**config.mk**
```make
export PLATFORM = sky130hd
export DESIGN_NAME = hazard_stall_ctrl
export DESIGN_NICKNAME = d
export VERILOG_FILES = /design/src/rtl/riscv_pkg.sv /design/src/rtl/mul_stall_timer.sv /design/src/rtl/hazard_stall_ctrl.sv
export SDC_FILE = /design/constraint.sdc
export NUM_CORES = 1
export LEC_CHECK = 0
export CORE_MARGIN = 2
export CORE_UTILIZATION = 25
export CTS_BUF_LIST = sky130_fd_sc_hd__clkbuf_8
export DETAILED_ROUTE_END_ITERATION = 7
export SYNTH_ARGS = -nofsm -noshare
export SYNTH_HDL_FRONTEND = slang
export SYNTH_SLANG_ARGS = --single-unit
```
**constraint.sdc**
```tcl
create_clock -name clk -period 1.9 [get_ports clk]
set_input_delay 0.19 -clock clk [delete_from_list [all_inputs] [get_ports clk]]
set_output_delay 0.19 -clock clk [all_outputs]
set_load 0.02 [all_outputs]
```
**src/rtl/riscv_pkg.sv**
```systemverilog
// Shared definitions for the 5-stage RISC-V core: opcodes, ALU op encodings,
// the MUL stall FSM state type and operand-usage helpers for hazard detection.
package riscv_pkg;

  localparam logic [6:0] OPC_R      = 7'b0110011;
  localparam logic [6:0] OPC_I      = 7'b0010011;
  localparam logic [6:0] OPC_BRANCH = 7'b1100011;
  localparam logic [6:0] OPC_JAL    = 7'b1101111;
  localparam logic [6:0] OPC_LOAD   = 7'b0000011;
  localparam logic [6:0] OPC_STORE  = 7'b0100011;

  typedef enum logic [1:0] {
    ALU_ADD    = 2'b00,
    ALU_BRANCH = 2'b01,
    ALU_FUNCT  = 2'b10,
    ALU_MUL    = 2'b11
  } alu_op_e;

  typedef enum logic {
    RUN      = 1'b0,
    MUL_WAIT = 1'b1
  } mul_state_e;

  function automatic logic uses_rs1(input logic [6:0] opc);
    return (opc == OPC_R) || (opc == OPC_I) || (opc == OPC_BRANCH) ||
           (opc == OPC_LOAD) || (opc == OPC_STORE);
  endfunction

  function automatic logic uses_rs2(input logic [6:0] opc);
    return (opc == OPC_R) || (opc == OPC_BRANCH) || (opc == OPC_STORE);
  endfunction

endpackage

```
**src/rtl/mul_stall_timer.sv**
```systemverilog
// Holds the front end while a multi-cycle MUL occupies EX. The first stall
// cycle is decided in RUN; MUL_WAIT then counts the remaining stall cycles.
module mul_stall_timer
  import riscv_pkg::*;
#(
  parameter int MUL_LATENCY = 4
) (
  input  logic clk,
  input  logic arst,
  input  logic ex_is_mul,
  output logic mul_stall
);

  localparam int CNT_W = (MUL_LATENCY > 1) ? $clog2(MUL_LATENCY) : 1;
  localparam bit MULTI = (MUL_LATENCY > 1);
  localparam logic [CNT_W-1:0] CNT_LOAD = CNT_W'((MUL_LATENCY > 1) ? MUL_LATENCY - 2 : 0);

  mul_state_e       state;
  logic [CNT_W-1:0] mul_cnt;

  always_comb begin
    if (state == RUN) mul_stall = MULTI && ex_is_mul;
    else              mul_stall = (mul_cnt != '0);
  end

  // mul_cnt == 0 in MUL_WAIT is the release cycle: the MUL leaves EX at its end.
  always_ff @(posedge clk or posedge arst) begin
    if (arst) begin
      state   <= RUN;
      mul_cnt <= '0;
    end else begin
      case (state)
        RUN: begin
          if (MULTI && ex_is_mul) begin
            state   <= MUL_WAIT;
            mul_cnt <= CNT_LOAD;
          end
        end
        MUL_WAIT: begin
          if (mul_cnt != '0) mul_cnt <= mul_cnt - 1'b1;
          else               state   <= RUN;
        end
        default: state <= RUN;
      endcase
    end
  end

endmodule

```
**src/rtl/hazard_stall_ctrl.sv**
```systemverilog
// Pipeline hazard/stall controller: load-use stalls, branch/jump redirects and
// MUL freezes, prioritised into the front-end enables, plus a stall counter.
module hazard_stall_ctrl
  import riscv_pkg::*;
#(
  parameter int MUL_LATENCY = 4,
  parameter int REG_AW      = 5
) (
  input  logic              clk,
  input  logic              arst,
  input  logic [6:0]        id_opcode,
  input  logic [REG_AW-1:0] id_rs1,
  input  logic [REG_AW-1:0] id_rs2,
  input  logic              branch_taken,
  input  logic              ex_mem_read,
  input  logic [REG_AW-1:0] ex_rd,
  input  logic              ex_is_mul,
  output logic              pc_write,
  output logic              if_id_write,
  output logic              id_ex_write,
  output logic              id_ex_bubble,
  output logic              ex_mem_bubble,
  output logic              if_flush,
  output logic              mul_busy,
  output logic [31:0]       stall_cnt
);

  logic mul_stall;
  logic load_use;
  logic redirect;

  mul_stall_timer #(
    .MUL_LATENCY(MUL_LATENCY)
  ) u_mul_stall_timer (
    .clk       (clk),
    .arst      (arst),
    .ex_is_mul (ex_is_mul),
    .mul_stall (mul_stall)
  );

  always_comb begin
    load_use = ex_mem_read && (ex_rd != '0) &&
               ((uses_rs1(id_opcode) && (ex_rd == id_rs1)) ||
                (uses_rs2(id_opcode) && (ex_rd == id_rs2)));
    redirect = ((id_opcode == OPC_BRANCH) && branch_taken) || (id_opcode == OPC_JAL);
  end

  // A stalled branch is not flushed yet; its redirect is honoured once it can move.
  always_comb begin
    pc_write      = 1'b1;
    if_id_write   = 1'b1;
    id_ex_write   = 1'b1;
    id_ex_bubble  = 1'b0;
    ex_mem_bubble = 1'b0;
    if_flush      = 1'b0;
    mul_busy      = 1'b0;
    if (mul_stall) begin
      pc_write      = 1'b0;
      if_id_write   = 1'b0;
      id_ex_write   = 1'b0;
      ex_mem_bubble = 1'b1;
      mul_busy      = 1'b1;
    end else if (load_use) begin
      pc_write     = 1'b0;
      if_id_write  = 1'b0;
      id_ex_bubble = 1'b1;
    end else if (redirect) begin
      if_flush = 1'b1;
    end
  end

  always_ff @(posedge clk or posedge arst) begin
    if (arst)           stall_cnt <= '0;
    else if (!pc_write) stall_cnt <= stall_cnt + 32'd1;
  end

endmodule

```
==> reports/results.tsv <==
stage	metric	value	unit
run_status	outcome	finished, violations left	
run_status	failing checks	setup timing	
clock_network	H-tree lvl count	2	
final_layout	synthesis-to-layout area growth	75.78	%
clock_network	total CTS buffers	5	
logic_synthesis	XOR/XNOR share of the synthesized area	0.1852	
power_and_ir_drop	total power draw	3.531	mW
logic_synthesis	ys async rst share	1.000	
place	placed cell area	0.002798	sq mm
logic_synthesis	Synth Area in Adders	0.01357	
logic_synthesis	post-synthesis mux area share	0	
final_layout	design area	0.003242	sq mm
logic_synthesis	largest cells by area after synthesis	dfrtp_1, xnor2_1, xor2_1	
floorplan	row count	31	
floorplan	Die ar.	0.008080	sq mm
worst_hold_path	Hold Crit Class	input port to asynchronous set/reset pin	
place	routability cong.	0.7336	
flow_run	# Max-Cap Violations	0	
drt	DR vias	1740	
clock_network	Clock Path Buffers	2	
timing	unrepaired setup endpoints after global routing	true	
logic_synthesis	Synth top area share	0.4749	
logic_synthesis	Synth Area in Compound Gates	0.05360	
timing	final clock skew	0.007745	ns
power_and_ir_drop	Power Dens Cells	1089	mW/mm^2
clock_network	clk sinks	35	
final_layout	Sequential Area	875.8	sq um
logic_synthesis	Post-synth top cells	dfrtp_1, xnor2_1, xor2_1, nand3_1, nand4_1	
global_route	GRT Total Usage	0.1244	
floorplan	Core ar.	0.007214	sq mm
final_layout	Fillers	703	
logic_synthesis	cell taking the most area after synthesis	dfrtp_1	
logic_synthesis	main combinational cell family by area after synthesis	simple AND/OR/NAND/NOR gates	
final_layout	ant diodes	0	
setup_path	critical path fanouts, max	5	
clock_network	register clock-pin slew on the reported worst setup and hold paths	0.07	ns
setup_path	Worst EP required	2.10	ns
logic_synthesis	#FFs+latches synth	35	
logic_synthesis	simple-gate portion of the synthesized area	0.2307	
timing	Slew Limit Fails	0	
power_and_ir_drop	worst vdd rail ir drop	0.5250	mV
setup_path	RR Startpoint	u_mul_stall_timer.mul_cnt[0]	
logic_synthesis	Post-synth EDFFs	0	
final_layout	final net count	309	
drt	via/cell ratio	4.579	
floorplan	IO Count	66	
drt	final WL	5.184	mm
final_layout	share of layout cells above drive strength 1	0.2811	
timing	final setup margin	-0.1828	ns
global_route	first-pass GRT wire length	8.204	mm
global_route	initial antenna violation count	0	
drt	Final ANT Viol Nets	0	
logic_synthesis	count leader, synth	dfrtp_1	
logic_synthesis	synthesized cell area	0.001844	sq mm
place	dpl hpwl	3.609	mm
timing	Hold Vio Cnt, Final	0	
setup_path	worst setup path start	u_mul_stall_timer.mul_cnt[0]	
final_layout	Multi-input gate area	0.001094	sq mm
global_route	largest net degree at the start of global routing	36	
logic_synthesis	post-synthesis cell count	176	
floorplan	Die X	89.89	microns
setup_path	CP arrival	2.29	ns
clock_network	TritonCTS clock tree	built	
drt	initial drt markers	76	
timing	worst relative slew slack	0.7020	
global_route	vias in the first global route	1731	
floorplan	Die Height	89.89	microns
setup_path	CP Capture Type	flop	
floorplan	Initial Util	0.2556	
clock_network	later-pin clock latency in the skew report	0.29	ns
place	pre-CTS setup slack	-0.5748	ns
timing	setup violators final	19	
drt	Post-route DRC	0	
drt	routed len/inst	13.64	microns
logic_synthesis	sequential area share after synthesis	0.4749	
logic_synthesis	Synth cell types	34	
clock_network	CTS root buffer	clkbuf_8	
logic_synthesis	Mean Syn Cell Area	10.48	sq um
logic_synthesis	ys flop type	dfrtp_1	
setup_path	critical setup path kind	flop to flop	
place	IO Port Bufs	65	
global_route	gr ovfl total	0	
logic_synthesis	syn_nets	205	
timing	Max Clk Rate	0.4801	GHz
logic_synthesis	Yosys warning count	0	
timing	Tmin final	2.083	ns
drt	1st-pass router iterations	4	
setup_path	Worst Setup Start Kind	flop	
timing	Worst Tran Pin Value	0.4470	ns
timing	Final Cycle Share	1.096	
power_and_ir_drop	Pleak	1.410	nW
## critical path: stages (launching register included)
cell,delay (ns)
dfrtp_1,0.36
inv_1,0.05
ha_2,0.15
nand2b_4,0.13
o21a_4,0.14
buf_6,0.12
a31oi_4,0.21
clkinvlp_4,0.21
buf_4,0.18
nor4b_4,0.27
xor2_1,0.18
## metal layers
layer / wire length (microns) / GRT usage / vias to the layer above
met1: 2260 / 0.1520 / 842
met5: 0 / 0 / -
met4: 49 / 0.02692 / 0
met3: 305 / 0.03688 / 6
li1: - / - / 836
met2: 2568 / 0.2178 / 56
## metrics by stage
| stage | TNS, ns | util | hold slack, ns | cells |
|---|---|---|---|---|
| floorplan | 0 | - | 0.3443 | 176 |
| global placement | -11.69 | 0.3878 | 0.4589 | 359 |
| detailed placement | -13.13 | 0.3878 | 0.4737 | 359 |
| CTS | -1.541 | 0.4178 | 0.3287 | 371 |
| global route | -4.002 | 0.4494 | 0.3748 | 380 |
| finish | -1.395 | 0.4494 | 0.3093 | 380 |
## flip-flops by register name (all words and copies together), names as in the netlist
signal and count:
u_mul_stall_timer.mul_cnt 2, u_mul_stall_timer.state 1, stall_cnt 32
## cell usage in the layout, fill, tap and decap left out, types with 2 or more instances in the layout
| cell | netlist | routed |
|---|---|---|
| a21oi_1 | 2 | 2 |
| xor2_1 | 17 | 15 |
| buf_4 | 2 | 28 |
| xnor2_1 | 22 | 21 |
| nand3_1 | 16 | 15 |
| nor2_1 | 4 | 3 |
| nor3_4 | 0 | 4 |
| buf_6 | 1 | 11 |
| nand4_1 | 16 | 16 |
| clkbuf_8 | 0 | 7 |
| dlygate4sd2_1 | 0 | 4 |
| buf_8 | 0 | 2 |
| clkbuf_2 | 0 | 2 |
| xor2_2 | 0 | 2 |
| dlymetal6s2s_1 | 0 | 4 |
| inv_1 | 8 | 7 |
| and4_1 | 3 | 3 |
| clkdlybuf4s50_1 | 0 | 49 |
| dfrtp_1 | 35 | 35 |
| clkdlybuf4s15_1 | 0 | 2 |
| nand2_1 | 9 | 9 |
| nor4_4 | 1 | 4 |
| and3_1 | 8 | 8 |
## kinds of logic (layout without fill, tap and decap cells)
kind of cell	Yosys count	in the layout
AO/OA/AOI/OAI	12	12
AND/OR/NAND/NOR	72	72
adder cells (fa/ha/maj)	2	2
XOR/XNOR	39	39
buffers and inverters	16	121
flip-flops	35	35
## cell type report
class / count / share of cell area
multi-input cells: 125 / 0.3373
repair buffers: 103 / 0.3068
flip-flops and latches: 35 / 0.2702
well taps: 99 / 0.03821
clock buffers: 7 / 0.02972
inverters: 9 / 0.01428
repair inverters: 1 / 0.002316
clock inverters: 1 / 0.001158
## report_power, final
part	switching (mW)	total, mW	internal [mW]	leakage (nW)
Combinational	0.945	1.99	1.04	0.924
Sequential	0.111	0.957	0.846	0.430
Clock	0.259	0.584	0.325	0.0557
## worst paths after layout
kind	slack, ns	to	depth (start not counted)
worst max-delay path	-0.18	stall_cnt[19]	10
worst min-delay path	0.31	stall_cnt[21]	3
worst max register to register	-0.18	stall_cnt[19]	10
worst min register to register	0.48	stall_cnt[31]	1
max in group asynchronous	1.27	stall_cnt[15]	3
min in group clk	0.48	stall_cnt[31]	1
## what timing repair did
action | 4_1_cts | 5_1_grt
pin swaps | 7 | 25
setup endpoints to repair | 27 | 37
buffers inserted | 3 | 9
resized for setup | 46 | 41
hold buffers | 0 | 0
gates cloned | 1 | 1
endpoints found under the hold margin | 0 | 0
Note: power is estimated with default switching activity, not from simulation.
